<file path="config.mk">
export PLATFORM = sky130hd
export DESIGN_NAME = nibble_serial_adder_ctrl
export DESIGN_NICKNAME = d
export VERILOG_FILES = /design/src/rtl/nibble_serial_adder_ctrl.sv
export SDC_FILE = /design/constraint.sdc
export NUM_CORES = 1
export LEC_CHECK = 0
export CORE_MARGIN = 2
export CORE_UTILIZATION = 28
export CTS_CLUSTER_SIZE = 24
export DETAILED_ROUTE_END_ITERATION = 10
export HOLD_SLACK_MARGIN = 0.12
export REMOVE_ABC_BUFFERS = 1
export SYNTH_ARGS = -nofsm -noshare
export SYNTH_HDL_FRONTEND = slang
export SYNTH_SLANG_ARGS = --single-unit
</file>
<file path="constraint.sdc">
create_clock -name clk -period 3.7 [get_ports clk]
set_clock_uncertainty 0.1 [all_clocks]
set_input_delay 0.74 -clock clk [delete_from_list [all_inputs] [get_ports clk]]
set_output_delay 0.74 -clock clk [all_outputs]
set_load 0.01 [all_outputs]
</file>
<file path="src/rtl/nibble_serial_adder_ctrl.sv">
// Purpose: WIDTH-bit adder built by sequencing one 4-bit ripple-carry cell, one nibble per cycle, LSB first.
// Latency: busy for WIDTH/4 cycles after the start-accept edge, then a one-cycle done pulse with the registered result.
// Backpressure: none; start is accepted only in IDLE or DONE, and is ignored (not queued) while busy.
// Optional build macro SIGNED_OVF_EN adds the ovf output (two's-complement overflow of the final result).

// Combinational 4-bit ripple-carry adder cell.
// Latency: zero cycles (pure combinational).
// Backpressure: not applicable.
module RippleCarryAdder_4bit (
    input  logic [3:0] in1,
    input  logic [3:0] in2,
    input  logic       c_in,
    output logic [3:0] sum,
    output logic       c_out
);
    logic [4:0] carry;

    assign carry[0] = c_in;

    for (genvar i = 0; i < 4; i++) begin : g_fa
        assign sum[i]     = in1[i] ^ in2[i] ^ carry[i];
        assign carry[i+1] = (in1[i] & in2[i]) | (carry[i] & (in1[i] ^ in2[i]));
    end

    assign c_out = carry[4];
endmodule

// Multi-cycle wide adder controller reusing a single 4-bit cell.
// Latency: NIBBLES RUN cycles, done asserted in the cycle after edge E0+NIBBLES.
// Backpressure: start ignored during RUN; accepted in DONE for back-to-back operation.
module nibble_serial_adder_ctrl #(
    parameter int WIDTH = 16
) (
    input  logic             clk,
    input  logic             rst,
    input  logic             start,
    input  logic [WIDTH-1:0] in1,
    input  logic [WIDTH-1:0] in2,
    input  logic             c_in,
    output logic             busy,
    output logic             done,
    output logic [WIDTH-1:0] sum,
    output logic             c_out
`ifdef SIGNED_OVF_EN
    ,
    output logic             ovf
`endif
);
    localparam int NIBBLES = WIDTH / 4;
    localparam int IDX_W   = (NIBBLES > 1) ? $clog2(NIBBLES) : 1;

    if (((WIDTH % 4) != 0) || (WIDTH < 4)) begin : g_bad_width
        $error("nibble_serial_adder_ctrl: WIDTH must be a multiple of 4 and at least 4");
    end

    typedef enum logic [1:0] {
        ST_IDLE,
        ST_RUN,
        ST_DONE
    } state_t;

    state_t             state_q;
    state_t             state_d;
    logic [WIDTH-1:0]   a_q;
    logic [WIDTH-1:0]   b_q;
    logic               carry_q;
    logic [IDX_W-1:0]   idx_q;
    logic               accept;
    logic               last;
    logic [3:0]         nib_a;
    logic [3:0]         nib_b;
    logic [3:0]         cell_sum;
    logic               cell_cout;

    // State register.
    always_ff @(posedge clk or posedge rst) begin
        if (rst) begin
            state_q <= ST_IDLE;
        end else begin
            state_q <= state_d;
        end
    end

    // Next-state decode plus the busy/done strobes and datapath controls.
    always_comb begin
        state_d = state_q;
        accept  = 1'b0;
        last    = 1'b0;
        busy    = 1'b0;
        done    = 1'b0;
        case (state_q)
            ST_IDLE: begin
                if (start) begin
                    accept  = 1'b1;
                    state_d = ST_RUN;
                end
            end
            ST_RUN: begin
                busy = 1'b1;
                if (idx_q == IDX_W'(NIBBLES - 1)) begin
                    last    = 1'b1;
                    state_d = ST_DONE;
                end
            end
            ST_DONE: begin
                done = 1'b1;
                if (start) begin
                    accept  = 1'b1;
                    state_d = ST_RUN;
                end else begin
                    state_d = ST_IDLE;
                end
            end
            default: state_d = ST_IDLE;
        endcase
    end

    // Select the current nibble of each latched operand for the shared cell.
    always_comb begin
        nib_a = 4'h0;
        nib_b = 4'h0;
        for (int i = 0; i < NIBBLES; i++) begin
            if (idx_q == IDX_W'(i)) begin
                nib_a = a_q[4*i +: 4];
                nib_b = b_q[4*i +: 4];
            end
        end
    end

    RippleCarryAdder_4bit u_cell (
        .in1   (nib_a),
        .in2   (nib_b),
        .c_in  (carry_q),
        .sum   (cell_sum),
        .c_out (cell_cout)
    );

`ifdef SIGNED_OVF_EN
    // Carry into the MSB of the cell, recovered from the MSB sum bit.
    logic msb_carry;
    assign msb_carry = nib_a[3] ^ nib_b[3] ^ cell_sum[3];
`endif

    // Operand latch on accept, then one nibble of result per RUN edge.
    always_ff @(posedge clk or posedge rst) begin
        if (rst) begin
            a_q     <= '0;
            b_q     <= '0;
            carry_q <= 1'b0;
            idx_q   <= '0;
            sum     <= '0;
            c_out   <= 1'b0;
`ifdef SIGNED_OVF_EN
            ovf     <= 1'b0;
`endif
        end else if (accept) begin
            a_q     <= in1;
            b_q     <= in2;
            carry_q <= c_in;
            idx_q   <= '0;
            sum     <= '0;
            c_out   <= 1'b0;
`ifdef SIGNED_OVF_EN
            ovf     <= 1'b0;
`endif
        end else if (busy) begin
            for (int i = 0; i < NIBBLES; i++) begin
                if (idx_q == IDX_W'(i)) begin
                    sum[4*i +: 4] <= cell_sum;
                end
            end
            carry_q <= cell_cout;
            idx_q   <= idx_q + 1'b1;
            if (last) begin
                c_out <= cell_cout;
`ifdef SIGNED_OVF_EN
                ovf   <= msb_carry ^ cell_cout;
`endif
            end
        end
    end
endmodule

</file>
==> results.yml <==
outcome:
  status: "finished, final reports clean"
detailed_routing:
  drc: 0
  via_per_inst: 4.702
  first_pass_iters: 4
  wire_per_inst_um: 13.52
  num_vias: 2069
  drt-total-wl_um: 5950
  drt_iter0_drc: 56
  antenna_left: 0
floorplanning:
  pin_count: 55
  fp.dieArea_mm2: 0.009937
  die_x_um: 99.69
  design.core.area_mm2: 0.008806
  fp.dieH_um: 99.69
  fp-row-count: 34
  start_util_pct: 29.11
worst_hold_path:
  min_path_cells: 2
  holdPathEnd: "a_q[4]$_DFFE_PP0P_"
  min_from: "a_q[4]$_DFFE_PP0P_"
  hp-class: "reg -> reg"
finish:
  multi_input_area_mm2: 0.001070
  syn2layout_area_growth_pct: 28.84
  final_cells: 440
  diodes: 0
  nFillCells: 887
  nNetsFinal: 376
  drive_above_1_share_pct: 5.120
  final_area_mm2: 0.003303
  regArea_mm2: 0.001351
sta:
  fin_crit_ns: 3.402
  rsz0062_at_grt: "no"
  relSlewSlack_pct: 44.97
  final_hold_viol_count: 0
  worstMarginPinSlew_ns: 0.8225
  slew_viol_final: 0
  finalCritPeriodShare_pct: 91.93
  finalSetupTns_ns: 0
  fmax_mhz: 294.0
  fin_ws_ns: 0.2985
  setup_violations: 0
grt:
  gr-total-overflow: 0
  grt_antenna_before_repair: 0
  track_usage_pct: 12.53
  grt_pass1_wl_um: 9949
  grt_max_degree: 41
  grt_pass1_vias: 2044
synthesis:
  synth_ff_type: "dfrtp_1"
  synth_edf_count: 0
  synth_warnings: 0
  netlist_instances: 282
  yosysSeqAreaShare_pct: 52.71
  avgSynthCellArea_um2: 9.091
  synthArstFlopShare_pct: 100.0
  yosys.cell_types.count: 25
  ys_ff_latch: 54
  syn-cell-area_mm2: 0.002564
cts:
  postCtsSetupBuffers: 0
  numCtsBuffers: 5
  cts_tree: "built"
  cts_buffer_depth: 2
  worstSkewPairLatency_ns: 0.30
  cts.clk_slew.worst_paths_ns: 0.09
  cts_resized: 0
  root_buffer: "clkbuf_8"
  h-tree-depth: 2
  clock-sinks: 54
  holdBufCountCts: 0
setup_path:
  regToRegEndpoint: "sum[11]$_DFFE_PP0P_"
  cp_max_fo: 16
  reg2reg_setup_slack_ns: 0.30
  cpMostUsedCell: "fa_1"
  cp_slowest_cell: "ha_1"
  worstPathRequired_ns: 3.81
  cp.arrival_ns: 3.51
  slowest_delay_ns: 0.49
  cp-start-kind: "register"
  r2r_cells: 12
  critical_path_class: "reg -> reg"
  crit_family: "adder cells"
  path_buf_inv: 3
  cp-end-kind: "register"
  r2r-start: "idx_q[0]$_DFFE_PP0P_"
  crit_chain: "ha_1 -> inv_1 -> o22ai_1 -> a21oi_1 -> fa_1 -> inv_1 -> fa_1 -> inv_1 -> fa_1 -> fa_1 -> nand2_1 -> o211ai_1"
power:
  ir_drop_v: 0.0002679
  power_density_mw_per_mm2: 865.1
  p_leak_nw: 1.486
placement:
  place_area_mm2: 0.003188
  dp_slack_ns: 0.3040
  placed_cells: 433
  hpwlAfterDp_um: 4567
  gp_congestion: 0.8872
  io_buffers: 54
job:
  cap_violations: 0
==> worst reg2reg max path: stages, from the launching register on <==
cell	delay (ns)
dfrtp_1	0.41
ha_1	0.49
inv_1	0.15
o22ai_1	0.21
a21oi_1	0.09
fa_1	0.40
inv_1	0.07
fa_1	0.16
inv_1	0.05
fa_1	0.37
fa_1	0.49
nand2_1	0.10
o211ai_1	0.22
==> stage by stage <==
| stage | utilization, % | total power, mW | hold WS (ns) |
|---|---|---|---|
| floorplan | - | 1.933 | 0.3461 |
| CTS | 37.48 | 2.896 | 0.3897 |
| finish | 37.51 | 2.858 | 0.3840 |
| global placement | 36.20 | 2.440 | 0.3751 |
| detailed placement | 36.20 | 2.489 | 0.3661 |
| global route | 37.51 | 3.124 | 0.4147 |
==> synth_stat cells, types with 3 or more instances <==
cell,count,area share [%]
a22oi_1,9,2.6
inv_1,14,2.0
buf_2,10,2.0
dfrtp_1,54,53
nor3b_1,5,1.5
a221oi_1,4,1.4
nand2_1,104,15
ha_1,4,2.0
nand2b_1,8,2.0
o21ai_0,11,2.1
nor2_1,4,0.59
fa_1,4,3.1
clkbuf_1,3,0.44
nand3_1,19,3.7
o211ai_1,14,4.1
==> flip-flops by register name (all words and copies together) (netlist names) <==
signal	cells
sum	16
state_q	2
carry_q	1
a_q	16
c_out	1
idx_q	2
b_q	16
==> routing by layer <==
metal	track usage (%)	wire length, um	vias to the layer above
met5	0	0	-
met4	3.477	87	0
met3	2.881	277	7
met2	19.59	2731	52
met1	17.51	2854	985
li1	-	-	1025
==> cell usage in the layout (no fill, tap or decap), drive strengths merged, types with 6 or more instances in the layout <==
cell           count
a22oi              9
clkbuf             6
clkdlybuf4s50     54
dfrtp             54
inv               15
nand2            104
nand2b             8
nand3             19
o211ai            14
o21ai             11
==> layout make-up <==
| class | instances | area share (%) |
|---|---|---|
| Sequential cell | 54 | 40.91 |
| Clock buffer | 6 | 2.500 |
| Clock inverter | 1 | 0.9091 |
| Timing Repair Buffer | 59 | 17.50 |
| Inverter | 15 | 1.705 |
| Tap cell | 108 | 4.091 |
| Multi-Input combinational cell | 197 | 32.39 |
==> how the worst max path moves through the flow <==
stage / startpoint / end / slack [ns] / depth (start not counted)
4_1_cts: idx_q[1]$_DFFE_PP0P_ / sum[11]$_DFFE_PP0P_ / 0.27 / 13
3_5_place_dp: idx_q[1]$_DFFE_PP0P_ / sum[11]$_DFFE_PP0P_ / 0.30 / 13
5_1_grt: idx_q[0]$_DFFE_PP0P_ / sum[11]$_DFFE_PP0P_ / 0.05 / 12
6_report: idx_q[0]$_DFFE_PP0P_ / sum[11]$_DFFE_PP0P_ / 0.30 / 12
2_1_floorplan: idx_q[0]$_DFFE_PP0P_ / sum[7]$_DFFE_PP0P_ / 0.53 / 11
3_3_place_gp: idx_q[0]$_DFFE_PP0P_ / sum[7]$_DFFE_PP0P_ / 0.45 / 12
==> power by group <==
group	switching [mW]	leakage [nW]	internal (mW)
Sequential	0.153	0.684	0.844
Clock	0.183	0.0573	0.217
Combinational	0.842	0.745	0.618
==> logic make-up after synthesis <==
group	share of synthesized area, %
buffers and inverters	5.759
flip-flops	52.71
AND/OR/NAND/NOR	24.26
AO/OA/AOI/OAI	12.20
adder cells (fa/ha/maj)	5.076
No activity file was read; power rests on OpenSTA's default activity.
